<file path="config.mk">
export PLATFORM = sky130hd
export DESIGN_NAME = jstk2_poll_scheduler
export DESIGN_NICKNAME = d
export VERILOG_FILES = /design/src/rtl/jstk2_pkg.sv /design/src/rtl/wait_counter.sv /design/src/rtl/jstk2_poll_scheduler.sv
export SDC_FILE = /design/constraint.sdc
export NUM_CORES = 1
export LEC_CHECK = 0
export CAP_MARGIN = 40
export CORE_MARGIN = 3
export CORE_UTILIZATION = 44
export CTS_BUF_LIST = sky130_fd_sc_hd__clkbuf_16
export CTS_CLUSTER_SIZE = 40
export DETAILED_ROUTE_END_ITERATION = 6
export PLACE_DENSITY = 0.74
export SLEW_MARGIN = 20
export SYNTH_ARGS = -nofsm -noshare
export SYNTH_HDL_FRONTEND = slang
export SYNTH_SLANG_ARGS = --single-unit
</file>
<file path="constraint.sdc">
create_clock -name i_clk -period 2.3 [get_ports i_clk]
set_clock_uncertainty 0.1 [all_clocks]
set_input_delay 0.46 -clock i_clk [delete_from_list [all_inputs] [get_ports i_clk]]
set_output_delay 0.46 -clock i_clk [all_outputs]
set_load 0.02 [all_outputs]
</file>
<file path="src/rtl/jstk2_pkg.sv">
// Shared types and constants for the JSTK2 poll scheduler.
package jstk2_pkg;

    typedef enum logic [1:0] {
        ST_IDLE,
        ST_ISSUE,
        ST_BUSY,
        ST_GAP
    } state_t;

    localparam logic [7:0] CMD_GET_POS = 8'hC0;
    localparam logic [7:0] CMD_SET_LED = 8'h84;

    // Response byte positions used by the position decode.
    localparam int unsigned BYTE_X_LO = 0;
    localparam int unsigned BYTE_X_HI = 1;
    localparam int unsigned BYTE_Y_LO = 2;
    localparam int unsigned BYTE_Y_HI = 3;
    localparam int unsigned BYTE_BTN  = 4;

    // Counter width for a threshold, never narrower than one bit.
    function automatic int unsigned cnt_width(input int unsigned limit);
        return (limit > 1) ? $clog2(limit) : 1;
    endfunction

endpackage

</file>
<file path="src/rtl/wait_counter.sv">
// Free-running tick counter: pulses tick on its last count while enabled, then wraps.
module wait_counter
    import jstk2_pkg::*;
#(
    parameter int unsigned LIMIT = 2
) (
    input  logic clk,
    input  logic rst_n,
    input  logic en,
    input  logic clr,
    output logic tick
);

    localparam int unsigned W = cnt_width(LIMIT);
    localparam logic [W-1:0] LAST = W'(LIMIT - 1);

    logic [W-1:0] count;

    assign tick = en && (count == LAST);

    // Count while enabled, wrap on the last value, clear has priority.
    always_ff @(posedge clk or negedge rst_n) begin
        if (!rst_n) begin
            count <= '0;
        end else if (clr) begin
            count <= '0;
        end else if (en) begin
            if (count == LAST) begin
                count <= '0;
            end else begin
                count <= count + 1'b1;
            end
        end
    end

endmodule

</file>
<file path="src/rtl/jstk2_poll_scheduler.sv">
// Arbitrates periodic position polls against host commands for the JSTK2 SPI driver,
// captures the driver response and enforces inter-transaction gap and timeout.
module jstk2_poll_scheduler
    import jstk2_pkg::*;
#(
    parameter int unsigned           DATA_WIDTH      = 8,
    parameter int unsigned           TOTAL_DATA_BYTE = 7,
    parameter int unsigned           POLL_PERIOD     = 5000000,
    parameter logic [DATA_WIDTH-1:0] POLL_CMD        = CMD_GET_POS,
    parameter int unsigned           MIN_GAP         = 2500,
    parameter int unsigned           TIMEOUT_CYCLES  = 200000
) (
    input  logic                                  i_clk,
    input  logic                                  i_n_reset,
    input  logic                                  i_enable,
    input  logic                                  i_host_req,
    input  logic [DATA_WIDTH-1:0]                 i_host_cmd,
    input  logic [4*DATA_WIDTH-1:0]               i_host_param,
    output logic                                  o_host_ack,
    output logic                                  o_host_done,
    output logic [TOTAL_DATA_BYTE*DATA_WIDTH-1:0] o_host_rx_data,
    output logic                                  o_fetch,
    output logic [DATA_WIDTH-1:0]                 o_cmd,
    output logic                                  o_cmd_valid,
    output logic [4*DATA_WIDTH-1:0]               o_param,
    input  logic                                  i_drv_done,
    input  logic [TOTAL_DATA_BYTE*DATA_WIDTH-1:0] i_drv_rx_data,
    output logic [9:0]                            o_x,
    output logic [9:0]                            o_y,
    output logic [7:0]                            o_btn,
    output logic                                  o_sample_valid,
    output logic [15:0]                           o_sample_count,
    output logic                                  o_timeout,
    output logic                                  o_err,
    input  logic                                  i_err_clr
);

    state_t state, state_next;

    logic poll_tick, gap_tick, to_tick;
    logic poll_pend, host_pend, cur_host;
    logic in_busy, in_gap;
    logic grant_host, grant_poll, done_busy, timeout_hit;
    logic [DATA_WIDTH-1:0]   host_cmd_q;
    logic [4*DATA_WIDTH-1:0] host_param_q;

    assign in_busy     = (state == ST_BUSY);
    assign in_gap      = (state == ST_GAP);
    assign grant_host  = (state == ST_IDLE) && host_pend;
    // Gating with i_enable makes a disable drop a pending poll in the same cycle.
    assign grant_poll  = (state == ST_IDLE) && !host_pend && poll_pend && i_enable;
    assign done_busy   = in_busy && i_drv_done;
    assign timeout_hit = to_tick && !i_drv_done;

    wait_counter #(.LIMIT(POLL_PERIOD)) u_poll_timer (
        .clk   (i_clk),
        .rst_n (i_n_reset),
        .en    (i_enable),
        .clr   (!i_enable),
        .tick  (poll_tick)
    );

    wait_counter #(.LIMIT(MIN_GAP)) u_gap_timer (
        .clk   (i_clk),
        .rst_n (i_n_reset),
        .en    (in_gap),
        .clr   (!in_gap),
        .tick  (gap_tick)
    );

    wait_counter #(.LIMIT(TIMEOUT_CYCLES)) u_timeout_timer (
        .clk   (i_clk),
        .rst_n (i_n_reset),
        .en    (in_busy),
        .clr   (!in_busy),
        .tick  (to_tick)
    );

    // State register.
    always_ff @(posedge i_clk or negedge i_n_reset) begin
        if (!i_n_reset) begin
            state <= ST_IDLE;
        end else begin
            state <= state_next;
        end
    end

    // Next-state logic.
    always_comb begin
        state_next = state;
        unique case (state)
            ST_IDLE:  if (grant_host || grant_poll) state_next = ST_ISSUE;
            ST_ISSUE: state_next = ST_BUSY;
            ST_BUSY:  if (i_drv_done || to_tick) state_next = ST_GAP;
            ST_GAP:   if (gap_tick) state_next = ST_IDLE;
            default:  state_next = ST_IDLE;
        endcase
    end

    // State-decoded driver strobes.
    always_comb begin
        o_fetch     = (state == ST_ISSUE);
        o_cmd_valid = (state == ST_ISSUE) || (state == ST_BUSY);
    end

    // Host latch, poll pending flag and command selection for the driver.
    always_ff @(posedge i_clk or negedge i_n_reset) begin
        if (!i_n_reset) begin
            host_pend    <= 1'b0;
            host_cmd_q   <= '0;
            host_param_q <= '0;
            o_host_ack   <= 1'b0;
            poll_pend    <= 1'b0;
            o_cmd        <= '0;
            o_param      <= '0;
            cur_host     <= 1'b0;
        end else begin
            o_host_ack <= 1'b0;
            if (!host_pend && i_host_req) begin
                host_cmd_q   <= i_host_cmd;
                host_param_q <= i_host_param;
                host_pend    <= 1'b1;
                o_host_ack   <= 1'b1;
            end else if (grant_host) begin
                host_pend <= 1'b0;
            end

            if (!i_enable) begin
                poll_pend <= 1'b0;
            end else if (poll_tick) begin
                poll_pend <= 1'b1;
            end else if (grant_poll) begin
                poll_pend <= 1'b0;
            end

            if (grant_host) begin
                o_cmd    <= host_cmd_q;
                o_param  <= host_param_q;
                cur_host <= 1'b1;
            end else if (grant_poll) begin
                o_cmd    <= POLL_CMD;
                o_param  <= '0;
                cur_host <= 1'b0;
            end
        end
    end

    // Response capture, completion pulses and sticky error flag.
    always_ff @(posedge i_clk or negedge i_n_reset) begin
        if (!i_n_reset) begin
            o_host_rx_data <= '0;
            o_host_done    <= 1'b0;
            o_x            <= '0;
            o_y            <= '0;
            o_btn          <= '0;
            o_sample_valid <= 1'b0;
            o_sample_count <= '0;
            o_timeout      <= 1'b0;
            o_err          <= 1'b0;
        end else begin
            o_sample_valid <= 1'b0;
            o_host_done    <= 1'b0;
            o_timeout      <= 1'b0;
            if (done_busy) begin
                if (cur_host) begin
                    o_host_rx_data <= i_drv_rx_data;
                    o_host_done    <= 1'b1;
                end else begin
                    o_x <= {i_drv_rx_data[BYTE_X_HI*DATA_WIDTH +: 2],
                            i_drv_rx_data[BYTE_X_LO*DATA_WIDTH +: 8]};
                    o_y <= {i_drv_rx_data[BYTE_Y_HI*DATA_WIDTH +: 2],
                            i_drv_rx_data[BYTE_Y_LO*DATA_WIDTH +: 8]};
                    o_btn          <= i_drv_rx_data[BYTE_BTN*DATA_WIDTH +: 8];
                    o_sample_valid <= 1'b1;
                    o_sample_count <= o_sample_count + 16'd1;
                end
            end else if (timeout_hit) begin
                o_timeout   <= 1'b1;
                o_host_done <= cur_host;
            end

            if (timeout_hit) begin
                o_err <= 1'b1;
            end else if (i_err_clr) begin
                o_err <= 1'b0;
            end
        end
    end

endmodule

</file>
# --- Word level (Yosys, flattened, before mapping) ---
# Cells that the tools add are included.
totals:
  regBits: 243
  input_bits: 102
  out_inout_bits: 147
  word_cells: 88
op_classes:
  add_sub_neg: 4
  n_eq_ne: 10
  muxes: 30
  bitwise: 1
  n_reduce_logical: 22
op_table:
  columns: ["operator", "n"]
  rows:
  - ["32-bit two-way mux", 2]
  - ["23-bit two-way mux", 2]
  - ["18-bit two-way mux", 2]
  - ["12-bit two-way mux", 2]
  - ["23-bit by 1-bit adder with 23-bit output, second input constant", 1]
  - ["23-bit equality test, second input constant", 1]
  - ["18-bit by 1-bit adder with 18-bit output, second input constant", 1]
  - ["18-bit equality test, second input constant", 1]
  - ["16-bit by 1-bit adder with 16-bit output, second input constant", 1]
  - ["1-bit two-way mux", 16]
  - ["8-bit two-way mux", 2]
  - ["12-bit by 1-bit adder with 12-bit output, second input constant", 1]
  - ["12-bit equality test, second input constant", 1]
  - ["1-bit logical AND", 10]
  - ["2-bit one-hot mux with 4 select lines", 1]
  - ["2-bit two-way mux", 3]
  - ["2-bit nonzero test", 3]
  - ["2-bit equality test, second input constant", 2]
  - ["2-bit by 1-bit inequality test with 1-bit output, second input constant", 2]
  - ["2-bit AND reduction", 2]
  - ["1-bit logical OR", 3]
  - ["3-bit by 1-bit inequality test with 1-bit output, second input constant", 1]
  - ["3-bit AND reduction", 1]
  - ["2-bit by 1-bit equality test with 1-bit output, second input constant", 1]
  - ["other kinds (4)", 5]

# --- Logic depth before layout (Yosys ltp) ---
# Gate-level depths: netlist (run 1).
depth:
  ltp_word: 7
  depth_mapped: 8
  mapped_depth_nobuf: 7

# --- Hierarchy ---
# Synthesis (run 1) repeated with hierarchy kept, for this count alone.
unflattened:
  hier_cells: 867
  hier_area_um2: 10377.5
modules_own_cells:
  columns: ["mod", "n_inst", "cells_per_inst", "area_each_um2"]
  rows:
  - ["jstk2_poll_scheduler", 1, 521, 7179.4]
  - ["wait_counter (u_poll_timer)", 1, 170, 1517.7]
  - ["wait_counter (u_timeout_timer)", 1, 109, 1023.5]
  - ["wait_counter (u_gap_timer)", 1, 67, 656.9]

# --- Worst setup path before layout (run 1) ---
# OpenSTA, ideal clock, no wires.
synth_timing:
  kind: "reg-to-reg"
  start: "reg u_gap_timer.count[0]"
  end: "reg state[1]"
  setup_time_ns: 0.128
  t_arrival_ns: 2.006
  required_time_ns: 2.072
  setup_slack_ns: 0.066
  path_stages_with_launch: 7
  path_buffers: 0
  period_less_slack_ns: 2.234
  path_cell_list: "dfrtp_1 -> ha_1 -> or4b_4 -> o41ai_4 -> nand2_2 -> a31oi_2 -> mux2_1"
synth_via:
  elab_chain_cells: 4
synth_lines:
  columns: ["element", "line", "source"]
  rows:
  - ["start, declared", "wait_counter.sv:17", "logic [W-1:0] count;"]
  - ["start signal, assigned", "wait_counter.sv:31", "count <= count + 1'b1;"]
  - ["12-bit equality test", "wait_counter.sv:19", "assign tick = en && (count == LAST);"]
  - ["1-bit logical AND", "wait_counter.sv:19", null]
  - ["2-bit inequality test (no source line)", null, null]
  - ["3-bit AND reduction (no source line)", null, null]
  - ["end signal, assigned", "jstk2_poll_scheduler.sv:84", "state <= state_next;"]
  - ["end, declared", "jstk2_poll_scheduler.sv:38", "state_t state, state_next;"]
# No other way between the ends.
# A chain may end at the register's enable or synchronous reset.

# --- Worst setup path in the final report (run 1) ---
layout_timing:
  start: "reg o_sample_count[4]"
  end: "out o_sample_count[4]"
layout_lines:
  columns: ["element", "line", "source"]
  rows:
  - ["start, declared", "jstk2_poll_scheduler.sv:32", "output logic [15:0] o_sample_count,"]
  - ["start signal, assigned", "jstk2_poll_scheduler.sv:175", "o_sample_count <= o_sample_count + 16'd1;"]
# No word-level cell between the ends.

==> reports/qor.yml, run 1 <==
synth:
  synth_nets: 886
  synth-seq-cells: 243
  synthCells: 775
  seq_area_frac_synth: 0.628
  yosysWarnings: 0
  syn_area_per_cell_um2: 12.5
  synthDistinctLibCells: 46
  syn_area_mm2: 0.00969
clock_tree:
  clock_latency_ns: 0.53
  cts_tree: "done"
  htreeDepth: 1
  clk_pin_slew_worst_paths_ns: 0.06
  cts_made_buffers: 27
  root_buffer: "clkbuf_16"
  numClockSinks: 243
  clockBufferDepth: 3
critical_path:
  path_class: "reg2out"
  worstPathCellList: "clkdlybuf4s50_1"
  required_ns: 1.74
  critical_path_arrival_ns: 1.67
  worstPathMaxFanout: 6
  critPathSlowestCell: "clkdlybuf4s50_1"
  cp-start-kind: "flip-flop"
  worst_path_largest_cell_delay_ns: 0.71
  end_kind: "output port"
  crit_family: "buffers and inverters"
  crit_buf_inv: 1
route:
  via_count: 6810
  wl_mm: 23.3
  drt_iter0_markers: 320
  dr.pass1.iters: 4
  wl_per_cell_um: 17.3
  ant_nets: 0
  drc: 0
  vias_per_cell: 5.07
timing:
  slew_headroom: 0.597
  slew_viol_final: 0
  clock.fmax_mhz: 449
  hold_violations: 0
  min_period_ns: 2.23
  setup_viol_count_final: 0
  rsz0062_at_grt: "no"
  worst_pin_slew_ns: 0.599
  period_share: 0.969
  setup_tns_ns: 0
place:
  gp_congestion: 0.817
  dpl_cell_area_mm2: 0.0127
  hpwl_mm: 16.4
  portBuffers: 248
pwr:
  max-vdd-ir-drop_uv: 997
  power_mw: 17.4
  p_leak_nw: 6.05
  powerDensity_mw_per_mm2: 1280
layout:
  final_cell_mix: "dfrtp_1, clkdlybuf4s50_1, nand2_1, mux2_2, nor2_1"
  diodes: 0
  fin_area_mm2: 0.0136
  nets: 1159
  drive_gt1_frac: 0.162
  fillCellCount: 1663
  area.growth.synth_to_final_pct: 40.3
grt:
  grt_usage: 0.194
  grt_pass1_vias: 7169
  gr-total-overflow: 0
  antenna_found_initial: 0
  grt_pass1_wl_mm: 38.0
  grt_max_degree: 62
die:
  die_h_um: 154
  design.core.area_mm2: 0.0214
  dieWidth_um: 154
  initial_utilization: 0.454
  io_pins: 249
  die-area_mm2: 0.0238
  std_cell_rows: 53
worst_hold_path:
  hold_class: "reg2reg"
flow_run:
  maxCapViolCount: 0
status:
  outcome: "completed"
==> repair_timing <==
item / 4_1_cts / 5_1_grt
gates resized for setup: 3 / 2
hold buffers: 1 / 0
hold endpoints to repair: 57 / 0
pin swaps: 0 / 1
setup buffers: 0 / 1
endpoints found under the setup margin: 3 / 3
==> cell families after synthesis <==
logic type / count (synthesis) / share of synthesized area
flops: 243 / 0.628
fa+ha+maj: 9 / 0.0116
compound gates: 60 / 0.0517
mux: 97 / 0.113
xor+xnor: 57 / 0.0515
buf+inv: 45 / 0.0180
simple gates: 264 / 0.127
==> final timing paths <==
path | from | slack, ns | cells past startpoint | end
max in group asynchronous | i_n_reset | 1.05 | 3 | host_param_q[4]$_DFFE_PN0P_
min | o_btn[1]$_DFFE_PN0P_ | 0.37 | 2 | o_btn[1]$_DFFE_PN0P_
max | o_sample_count[4]$_DFFE_PN0P_ | 0.07 | 1 | o_sample_count[4]
min in group asynchronous | i_n_reset | 0.38 | 2 | o_host_rx_data[10]$_DFFE_PN0P_
max reg2reg | u_timeout_timer.count[0]$_DFF_PN0_ | 0.15 | 6 | state[1]$_DFFE_PN0P_
min reg2reg | o_btn[1]$_DFFE_PN0P_ | 0.37 | 2 | o_btn[1]$_DFFE_PN0P_
==> where the power goes <==
group / switching, mW / internal [mW] / leakage [nW]
Combinational: 3.21 / 3.49 / 2.52
Sequential: 0.802 / 5.77 / 3.09
Clock: 1.64 / 2.45 / 0.444
Total: 5.65 / 11.7 / 6.05
==> final cells by class <==
class | instances | area, um^2 | share of cell area
Multi-Input combinational cell | 487 | 3450 | 0.254
Clock inverter | 21 | 171 | 0.0126
Tap cell | 275 | 344 | 0.0253
Clock buffer | 27 | 676 | 0.0497
Inverter | 13 | 48.8 | 0.00359
Sequential cell | 243 | 6080 | 0.447
Timing Repair Buffer | 276 | 2830 | 0.208
==> per-layer routing <==
metal  share of wire  track usage  vias up
met1            0.42        0.254     3408
li1                -            -     3209
met3           0.063       0.0534       36
met4           0.024       0.0517        0
met5               0            0        -
met2            0.50        0.322      157
==> synth_stat cells, drive strengths merged <==
library cell	count	area share
nor2b	1	0.00065
ha	9	0.012
nand2	118	0.046
xnor2	33	0.030
a21o	2	0.0015
o32a	1	0.0010
nor2	58	0.022
a31oi	2	0.0019
nand4	13	0.0084
or3b	1	0.00090
inv	13	0.0050
nor4	3	0.0041
o22a	2	0.0018
mux2	97	0.11
or4	2	0.0015
clkbuf	26	0.010
or2	2	0.0013
buf	6	0.0028
o22ai	1	0.00065
nand4b	2	0.0018
nor3	9	0.0046
nand2b	2	0.0013
a21bo	1	0.0010
and3	9	0.0058
a21boi	1	0.00078
nand3b	1	0.00078
and4	3	0.0027
o41ai	1	0.0028
or4b	3	0.0035
o21ai	5	0.0026
a21oi	6	0.0031
or3	7	0.0045
nor4b	2	0.0018
a22o	38	0.034
dfrtp	243	0.63
xor2	24	0.022
nand3	27	0.014
and2	1	0.00065
==> sequential cells by signal, indices dropped and copies added, names as in the netlist <==
register	count
o_err	1
o_sample_valid	1
poll_pend	1
o_host_rx_data	56
o_sample_count	16
o_cmd	8
o_host_done	1
o_btn	8
o_param	32
u_poll_timer.count	23
host_cmd_q	8
u_timeout_timer.count	18
cur_host	1
o_y	10
state	2
u_gap_timer.count	12
host_param_q	32
host_pend	1
o_x	10
o_host_ack	1
o_timeout	1
==> worst min-delay path, cell delays in order (launching register included) <==
cell and delay, ns:
dfrtp_1 0.34, nand2_1 0.05, nand2_1 0.05
==> metrics by stage <==
stage | cells | util | setup WS (ns) | hold slack (ns)
6_report | 1342 | 0.637 | 0.0706 | 0.371
2_1_floorplan | 775 | - | 0.0663 | 0.0644
5_1_grt | 1342 | 0.637 | 0.00430 | 0.378
3_3_place_gp | 1292 | 0.596 | 0.0609 | 0.339
3_5_place_dp | 1292 | 0.596 | 0.0592 | 0.338
4_1_cts | 1341 | 0.636 | 0.0351 | 0.360
Power figures use the tool's default switching activity.
==> run 2, diff against run 1 <==
--- a/config.mk
+++ b/config.mk
@@ -7,12 +7,13 @@
 export LEC_CHECK = 0
 export CAP_MARGIN = 40
 export CORE_MARGIN = 3
-export CORE_UTILIZATION = 44
+export CORE_UTILIZATION = 50
 export CTS_BUF_LIST = sky130_fd_sc_hd__clkbuf_16
 export CTS_CLUSTER_SIZE = 40
 export DETAILED_ROUTE_END_ITERATION = 6
-export PLACE_DENSITY = 0.74
+export PLACE_DENSITY = 0.8
 export SLEW_MARGIN = 20
 export SYNTH_ARGS = -nofsm -noshare
 export SYNTH_HDL_FRONTEND = slang
 export SYNTH_SLANG_ARGS = --single-unit
+export TNS_END_PERCENT = 50
==> constraint.sdc (replaced) <==
create_clock -name i_clk -period 2.6 [get_ports i_clk]
set_clock_uncertainty 0.1 [all_clocks]
set_input_delay 0.52 -clock i_clk [delete_from_list [all_inputs] [get_ports i_clk]]
set_output_delay 0.52 -clock i_clk [all_outputs]
set_load 0.02 [all_outputs]
==> run 2 against run 1 <==
Via count down 1.2%. Sequential cell count unchanged. First-iteration DRC count down 14%. Worst setup slack better by 0.11 ns. Sequential power down 11%. Non-clock buffer count down 9. Total power down 12%. Combinational power down 13%. Clock power down 11%.
==> reports/qor.yml, run 2 (synthesis gave the netlist of run 1 again) <==
critical_path:
  required_ns: 1.98
  crit_buf_inv: 2
  crit_family: "buffers and inverters"
  cp-start-kind: "flip-flop"
  regToRegSetupSlack_ns: 0.33
  r2r_cells: 6
  r2r_start: "u_gap_timer.count[0]$_DFF_PN0_"
  worstPathMaxFanout: 4
  startpoint: "state[1]$_DFFE_PN0P_"
  worst_path_largest_cell_delay_ns: 0.59
  worstPathCellList: "inv_1, ha_1, clkdlybuf4s50_1"
  critical_path_arrival_ns: 1.80
  r2r_end: "state[1]$_DFFE_PN0P_"
  path_class: "reg2out"
  critPathSlowestCell: "clkdlybuf4s50_1"
  end_kind: "output port"
worst_hold_path:
  min_to: "o_x[6]$_DFFE_PN0P_"
  min_delay_path_depth: 2
  min_from: "o_x[6]$_DFFE_PN0P_"
  hold_class: "reg2reg"
route:
  via_count: 6727
  ant_nets: 0
  wl_per_cell_um: 17.7
  drt_iter0_markers: 276
  vias_per_cell: 5.12
  wl_mm: 23.3
  dr.pass1.iters: 4
  drc: 0
timing:
  whs_ns: 0.371
  worst_pin_slew_ns: 0.663
  slew_headroom: 0.555
  min_period_ns: 2.42
  rsz0062_at_grt: "no"
  setup_tns_ns: 0
  hold_violations: 0
  period_share: 0.932
  clock.fmax_mhz: 413
  slew_viol_final: 0
  setup_viol_count_final: 0
layout:
  area.growth.synth_to_final_pct: 38.7
  reg_top3: "o_host_rx_data x56, host_param_q x32, o_param x32"
  fillCellCount: 1358
  stdcell_count: 1315
  diodes: 0
  drive_gt1_frac: 0.158
  largest_reg_flops: 56
  layout_commonest_cell: "clkdlybuf4s50_1"
  fin_area_mm2: 0.0134
  regMostFlops: "o_host_rx_data"
  nets: 1149
  final_cell_mix: "clkdlybuf4s50_1, dfrtp_1, nand2_1, mux2_2, nor2_1"
clock_tree:
  postCtsSetupRepairBufs: 0
  clockBufferDepth: 3
  clock_latency_ns: 0.52
  cts_tree: "done"
  root_buffer: "clkbuf_16"
  clk_pin_slew_worst_paths_ns: 0.06
  htreeDepth: 1
  numClockSinks: 243
  cts_made_buffers: 26
die:
  std_cell_rows: 50
  io_pins: 249
  die_h_um: 145
  initial_utilization: 0.513
  dieWidth_um: 145
  design.core.area_mm2: 0.0189
  die-area_mm2: 0.0211
grt:
  grt_usage: 0.220
  grt_pass1_vias: 7114
  gr-total-overflow: 0
  grt_pass1_wl_mm: 38.1
  antenna_found_initial: 0
  grt_max_degree: 60
pwr:
  p_leak_nw: 5.94
  powerDensity_mw_per_mm2: 1140
  max-vdd-ir-drop_uv: 769
flow_run:
  maxCapViolCount: 0
place:
  hpwl_mm: 16.0
  dpl_cell_area_mm2: 0.0126
  post-place-cells: 1269
  gp_congestion: 0.799
  portBuffers: 248
status:
  outcome: "completed"
[run 2: changes by cell type in the layout (fill, tap and decap cells not counted), moves of 2 or more]
cell	delta
inv_1	-6
buf_12	-5
dlygate4sd2_1	-2
clkdlybuf4s50_1	+3
buf_4	-4
clkinv_2	+2
[run 2: worst max path at each step]
stage	slack (ns)	cells after the start	endpoint
after detailed placement	0.25	6	o_sample_count[13]$_DFFE_PN0P_
after global routing	0.1	3	o_fetch
final	0.18	3	o_fetch
after floorplan	0.37	6	state[1]$_DFFE_PN0P_
after CTS	0.02	3	o_cmd_valid
after global placement	0.30	6	o_sample_count[13]$_DFFE_PN0P_
[run 2: per-stage QoR]
stage / utilization / power [mW] / setup WS (ns)
after floorplan: - / 8.87 / 0.366
after global placement: 0.666 / 11.6 / 0.302
after detailed placement: 0.666 / 11.8 / 0.253
after CTS: 0.711 / 15.5 / 0.0184
after global routing: 0.711 / 16.1 / 0.0985
final: 0.711 / 15.3 / 0.176
[run 2: worst min-delay path, stage by stage (launching register included)]
cell	delay (ns)
dfrtp_1	0.34
nand2_1	0.05
nand2_1	0.05
[run 2: report_power, final]
group / switching [mW] / total [mW] / internal (mW)
logic: 2.83 / 5.84 / 3.02
registers: 0.750 / 5.85 / 5.10
clock network: 1.47 / 3.64 / 2.17
[run 2: timing repair]
action,CTS,global route
endpoints found under the setup margin,0,1
hold buffers,1,0
endpoints found under the hold margin,55,0
resized for setup,0,1
[run 2: layout make-up]
cell class,instances,area [um^2],area share
repair buffers,267,2700,0.201
clock buffers,27,676,0.0503
flip-flops and latches,243,6080,0.452
clock inverters,18,166,0.0124
inverters,13,48.8,0.00363
multi-input cells,487,3450,0.256
well taps,260,325,0.0242
[run 2: layer usage]
metal  GRT usage  wire, um  up-vias
met3      0.0565      1450       26
li1            -         -     3182
met2       0.380     11700      155
met5           0         0        -
met4      0.0456       344        0
met1       0.285      9750     3364
